<file path="src/rtl/divider5_seq.sv">
// divider5_seq: sequential unsigned restoring divider, one quotient bit per clock.
// Revision: 1.0
`default_nettype none

module divider5_seq #(
   parameter int W = 5
) (
   input  logic         clk,
   input  logic         rst,
   input  logic         start,
   input  logic [W-1:0] A,
   input  logic [W-1:0] B,
   output logic [W-1:0] Q,
   output logic [W-1:0] R,
   output logic         busy,
   output logic         done,
   output logic         dz
);

   typedef enum logic [1:0] {
      IDLE = 2'd0,
      CALC = 2'd1,
      DONE = 2'd2
   } state_t;

   localparam int CW = (W > 1) ? $clog2(W) : 1;

   state_t         state;
   logic [W-1:0]   dvs;
   logic [W-1:0]   quo;
   logic [W-1:0]   rem;
   logic [CW-1:0]  cnt;

   logic [W:0]     trial;
   logic [W-1:0]   quo_nxt;
   logic [W-1:0]   rem_nxt;

   // A clear borrow bit means the shifted remainder covers the divisor.
   always_comb begin
      trial   = {rem, quo[W-1]} - {1'b0, dvs};
      quo_nxt = {quo[W-2:0], ~trial[W]};
      rem_nxt = {rem[W-2:0], quo[W-1]};
      if (!trial[W]) begin
         rem_nxt = trial[W-1:0];
      end
   end

   always_ff @(posedge clk) begin
      if (rst) begin
         state <= IDLE;
         dvs   <= '0;
         quo   <= '0;
         rem   <= '0;
         cnt   <= '0;
         Q     <= '0;
         R     <= '0;
         busy  <= 1'b0;
         done  <= 1'b0;
         dz    <= 1'b0;
      end else begin
         case (state)
            IDLE: begin
               done <= 1'b0;
               if (start) begin
                  busy <= 1'b1;
                  if (B != '0) begin
                     dvs   <= B;
                     quo   <= A;
                     rem   <= '0;
                     cnt   <= '0;
                     dz    <= 1'b0;
                     state <= CALC;
                  end else begin
                     Q     <= '1;
                     R     <= A;
                     dz    <= 1'b1;
                     done  <= 1'b1;
                     state <= DONE;
                  end
               end
            end
            CALC: begin
               quo <= quo_nxt;
               rem <= rem_nxt;
               cnt <= cnt + 1'b1;
               if (cnt == CW'(W - 1)) begin
                  Q     <= quo_nxt;
                  R     <= rem_nxt;
                  done  <= 1'b1;
                  state <= DONE;
               end
            end
            DONE: begin
               done  <= 1'b0;
               busy  <= 1'b0;
               state <= IDLE;
            end
            default: begin
               done  <= 1'b0;
               busy  <= 1'b0;
               state <= IDLE;
            end
         endcase
      end
   end

endmodule

`default_nettype wire

</file>
<file path="config.mk">
export PLATFORM = sky130hd
export DESIGN_NAME = divider5_seq
export DESIGN_NICKNAME = d
export VERILOG_FILES = /design/src/rtl/divider5_seq.sv
export SDC_FILE = /design/constraint.sdc
export NUM_CORES = 1
export LEC_CHECK = 0
export ABC_CLOCK_PERIOD_IN_PS = 2140
export CORE_AREA = 4 4 64 66
export DETAILED_ROUTE_END_ITERATION = 12
export DIE_AREA = 0 0 68 70
export PLACE_DENSITY = 0.69
export SYNTH_ARGS = -nofsm -noshare
export SYNTH_HDL_FRONTEND = slang
export SYNTH_SLANG_ARGS = --single-unit
</file>
<file path="constraint.sdc">
create_clock -name clk -period 2.14 [get_ports clk]
set_input_delay 0.428 -clock clk [delete_from_list [all_inputs] [get_ports clk]]
set_output_delay 0.428 -clock clk [all_outputs]
set_load 0.02 [all_outputs]
</file>
Word-level counts from Yosys, hierarchy flattened
Cells that the tools add are included.
Storage, ports and cells
  register bits after elaboration: 33
  word-level logic and storage cells: 57
Cells by class
  eq/ne operators: 6
  add/subtract/negate cells: 2
  bitwise gates (word level): 2
  muxes and demuxes: 28
  reductions and logical operators: 9
Operators with widths (number)
  two-way mux 5 bit: 11
  case mux 5 bit (2 select lines): 4
  != test 2 bit (second input constant): 4
  two-way mux 2 bit: 3
  two-way mux 3 bit: 2
  case mux 3 bit (2 select lines): 1
  AND reduction 2 bit: 3
  AND reduction 3 bit: 2
  subtractor 6 x 5 -> 6 bit: 1
  nonzero test 5 bit: 1
  two-way mux 1 bit: 4
  case mux 1 bit (2 select lines): 2
  case mux 2 bit (2 select lines): 1
  AND reduction 4 bit: 1
  adder 3 x 1 -> 3 bit (second input constant): 1
  equality test 3 bit (second input constant): 1
  equality test 2 x 1 -> 1 bit (second input constant): 1
  logical NOT 2 bit: 1
  NOT 1 bit: 2
  nonzero test 2 bit: 1

Logic depth before layout (Yosys ltp)
  depth after elaboration: 4
  depth in mapped cells: 10

Worst setup path before layout
No wires, ideal clock.
  kind: register to register
  start: reg dvs[1]
  end: reg R[1]
  stages on the path, launching flop included: 10
  path buffers: 1
  data arrival time: 2.037 ns
  data required time: 2.049 ns
  library setup time: 0.091 ns
  setup slack: 0.012 ns
  cell sequence: dfxtp_1 inv_1 ha_1 nor2b_1 o21a_1 a31o_2 xnor2_1 buf_2 mux2_2 a311oi_1
Between the ends
  longest elaborated chain between the ends: 4
RTL lines
  start, declared: RTL line 29  | logic [W-1:0] dvs;
  start signal, assigned: RTL line 51  | dvs <= '0;
  start signal, assigned: RTL line 67  | dvs <= B;
  subtractor 6 x 5 -> 6 bit: RTL line 40  | trial = {rem, quo[W-1]} - {1'b0, dvs};
  two-way mux 5 bit: RTL line 43  | if (!trial[W]) begin
  two-way mux 5 bit: RTL line 86  | if (cnt == CW'(W - 1)) begin
  case mux 5 bit (2 select lines): RTL line 61  | case (state)
  end signal, assigned: RTL line 88  | R <= rem_nxt;
  end, declared: RTL line 14  | output logic [W-1:0] R,
Every way passes these cells. The select of a mux whose other input is x is not followed.
A chain may end at the register's enable or synchronous reset.

Final worst setup path
  start: reg rem[3]
  end: reg R[0]
Between the ends
  longest elaborated chain between the ends: 4
RTL lines
  start, declared: RTL line 31  | logic [W-1:0] rem;
  start signal, assigned: RTL line 84  | rem <= rem_nxt;
  subtractor 6 x 5 -> 6 bit: RTL line 40
  two-way mux 5 bit: RTL line 43
  two-way mux 5 bit: RTL line 86
  case mux 5 bit (2 select lines): RTL line 61
Every way passes these cells. The select of a mux whose other input is x is not followed.

==> impl_metrics.yaml <==
worst_hold_path:
  hold_path_class: "register to register"
  hold_path_depth: 2
global_routing:
  track_usage_pct: 18.8
  grt_antenna_before_repair: 0
  grt_pass1_wl_mm: 6.91
  gr-total-overflow: 0
  grt_start_max_net_pins: 15
  grt_pass1_vias: 1573
synth:
  ys_seq_area_share_pct: 40.7
  yosys.cell_types.count: 40
  ys_top_cells_by_area: "dfxtp_1 (41%), ha_1 (5.4%), nor2_1 (5.1%)"
  synth_top_cell_area_share_pct: 40.7
  synthFlopType: "dfxtp_1"
  synth_commonest_cells: "dfxtp_1 (33), nor2_1 (22), nand2_1 (20), a21oi_1 (10), o21ai_0 (10)"
  async_reset_ff_share_pct: 0
  synth_edf_count: 0
  yosysTopAreaCell: "dfxtp_1"
  synth_area_um2: 1620
  postSynthAreaPerCell_um2: 8.53
  synth_nets: 211
  ys_ff_latch: 33
  synth_cells: 190
  synth_most_common_cell: "dfxtp_1"
  yosysWarningCount: 0
clock_tree:
  htreeDepth: 2
  clockRootBuffer: "clkbuf_4"
  clock_latency_ns: 0.33
  cts_buffers: 5
  cts.clk_slew.worst_paths_ns: 0.10
  cts.path.max_buffers: 2
  cts.sinks: 33
  tritoncts: "done"
setup_path:
  max_stage_delay_ns: 0.40
  required_ns: 2.39
  arrival_ns: 2.32
  path_buf_inv: 0
  crit_cells: 7
  critPathCaptureType: "register"
  critPathKind: "register to register"
  crit_fanout: 5
  crit_slowest_cell: "or3_4"
  cp_top_family: "compound AO/OA/AOI/OAI gates"
  worstPathCellList: "ha_2, a21oi_2, nand2_1, a31o_4, xnor2_4, or3_4, a311oi_2"
  startpoint_type: "register"
  reg2reg_depth: 7
power:
  p_leak_nw: 0.862
  seqPwrFrac_pct: 47.0
  combPwrFrac_pct: 30.6
  switching_share_pct: 30.5
  p_int_mw: 1.02
  peakVddDrop_mv: 0.395
  p_sw_mw: 0.448
  pwr-share-clk_pct: 22.4
  report.power.total_mw: 1.47
  powerDensity_nw_per_um2: 664
place:
  dp_cells: 273
  numPortBuffers: 25
  dp_hpwl_mm: 2.99
  place_congestion: 0.875
cells_and_area:
  instances_no_fill: 284
  num-fill-cells: 311
  area_delta_synth_final_pct: 36.3
  n_antenna_cell: 0
  nets: 256
  layout-drive-gt1-share_pct: 22.5
detailed_routing:
  vias: 1539
  wl_per_cell_um: 14.2
  first_pass_iters: 4
  vias_per_cell: 5.42
  drc: 0
  first_iter_violations: 112
  wl_mm: 4.04
  detail-route-antenna-nets: 0
die:
  die_h_um: 70
  start_util_pct: 45.3
  coreArea_um2: 3580
  dieArea_um2: 4760
  boundaryPins: 26
  die_x_um: 68
  floorplan.rows: 22
flow_run:
  drv_cap: 0
timing:
  finalClockSkew_ns: 0.00871
  report.final.hold_viol_count: 0
  slew-limit-headroom_pct: 69.0
  clock.fmax_mhz: 484
  setup_viol: 0
  tightest_slew_ns: 0.466
  setup_tns_ns: 0
  period_minus_slack_ns: 2.07
  period_share_pct: 96.6
  report.final.slew_viol_count: 0
  hold_slack_ns: 0.491
  grt_setup_unrepaired: "true"
run_status:
  status: "finished, final reports clean"
==> final timing paths <==
path         startpoint      to  slack [ns]
max              rem[3]    R[0]        0.07
min              dvs[4]  dvs[4]        0.49
max reg2reg      rem[3]    R[0]        0.07
min reg2reg      dvs[4]  dvs[4]        0.49
==> cell usage in the layout (no fill, tap or decap), types with 2 or more instances in the layout <==
cell	instances
dfxtp_1	29
clkdlybuf4s50_1	25
nor2_1	22
buf_4	21
nand2_1	20
o21ai_0	10
a21oi_1	9
inv_1	8
nor3_1	7
nand3_1	6
a31oi_1	6
mux2i_1	6
a311oi_1	5
clkbuf_4	5
xnor2_1	4
nor4_1	4
dfxtp_2	4
nor2_2	3
ha_1	3
clkbuf_1	3
inv_2	2
a21o_1	2
xor2_1	2
and2_1	2
a311oi_2	2
ha_2	2
ha_4	2
==> power by group through the flow <==
stage	Clock, mW	Combinational [mW]	Sequential (mW)
3_3_place_gp	0	0.379	0.697
6_report	0.329	0.449	0.690
2_1_floorplan	0	0.224	0.710
4_1_cts	0.344	0.417	0.687
3_5_place_dp	0	0.388	0.699
5_1_grt	0.362	0.493	0.694
==> state kept, by name (all words and copies together), names as in the netlist, 2 cells and up <==
signal  cells
cnt         3
dvs         5
rem         5
R           5
state       2
quo         5
Q           5
==> worst min-delay path: cells and delay by family, from the launching register on <==
| family | cells | cell delay [ns] |
|---|---|---|
| multiplexers | 1 | 0.06 |
| flip-flops | 1 | 0.33 |
| AND/OR/NAND/NOR | 1 | 0.07 |
==> logic make-up (layout without fill, tap and decap cells) <==
logic type	count (synthesis)	count (layout)	synth area share [%]
multiplexers	7	7	4.40
XOR/XNOR	7	7	3.78
buffers and inverters	19	65	5.01
AO/OA/AOI/OAI	44	44	18.5
AND/OR/NAND/NOR	72	72	20.9
flip-flops	33	33	40.7
adder cells (fa/ha/maj)	8	8	6.64
==> per-layer routing <==
| layer | up-vias | GRT usage [%] | part of all wire, % |
|---|---|---|---|
| met5 | - | 0 | 0 |
| met4 | 0 | 7.95 | 1.6 |
| met3 | 7 | 4.66 | 4.3 |
| met2 | 45 | 31.5 | 50 |
| met1 | 727 | 22.3 | 44 |
| li1 | 760 | - | - |
==> through the flow <==
stage / cell area (µm²) / setup WS (ns) / utilization (%)
2_1_floorplan: 1620 / 0.0121 / -
3_3_place_gp: 2040 / -0.152 / 57.1
3_5_place_dp: 2040 / -0.209 / 57.1
4_1_cts: 2130 / 0.0131 / 59.6
5_1_grt: 2210 / -0.0381 / 61.8
6_report: 2210 / 0.0735 / 61.8
==> what timing repair did <==
| action | 4_1_cts | 5_1_grt |
|---|---|---|
| hold buffers | 0 | 0 |
| pin swaps | 2 | 7 |
| setup buffers | 1 | 3 |
| gates resized for setup | 7 | 11 |
| gates cloned | 0 | 0 |
| hold endpoints to repair | 0 | 0 |
| setup endpoints to repair | 4 | 7 |
==> layout make-up <==
class	instances	area (µm²)	share of cell area, %
Multi-Input combinational cell	138	971	43.9
Sequential cell	33	666	30.1
Timing Repair Buffer	47	428	19.4
Tap cell	48	60.1	2.72
Clock buffer	8	48.8	2.21
Inverter	10	37.5	1.70
(Power assumes the default switching activity.)
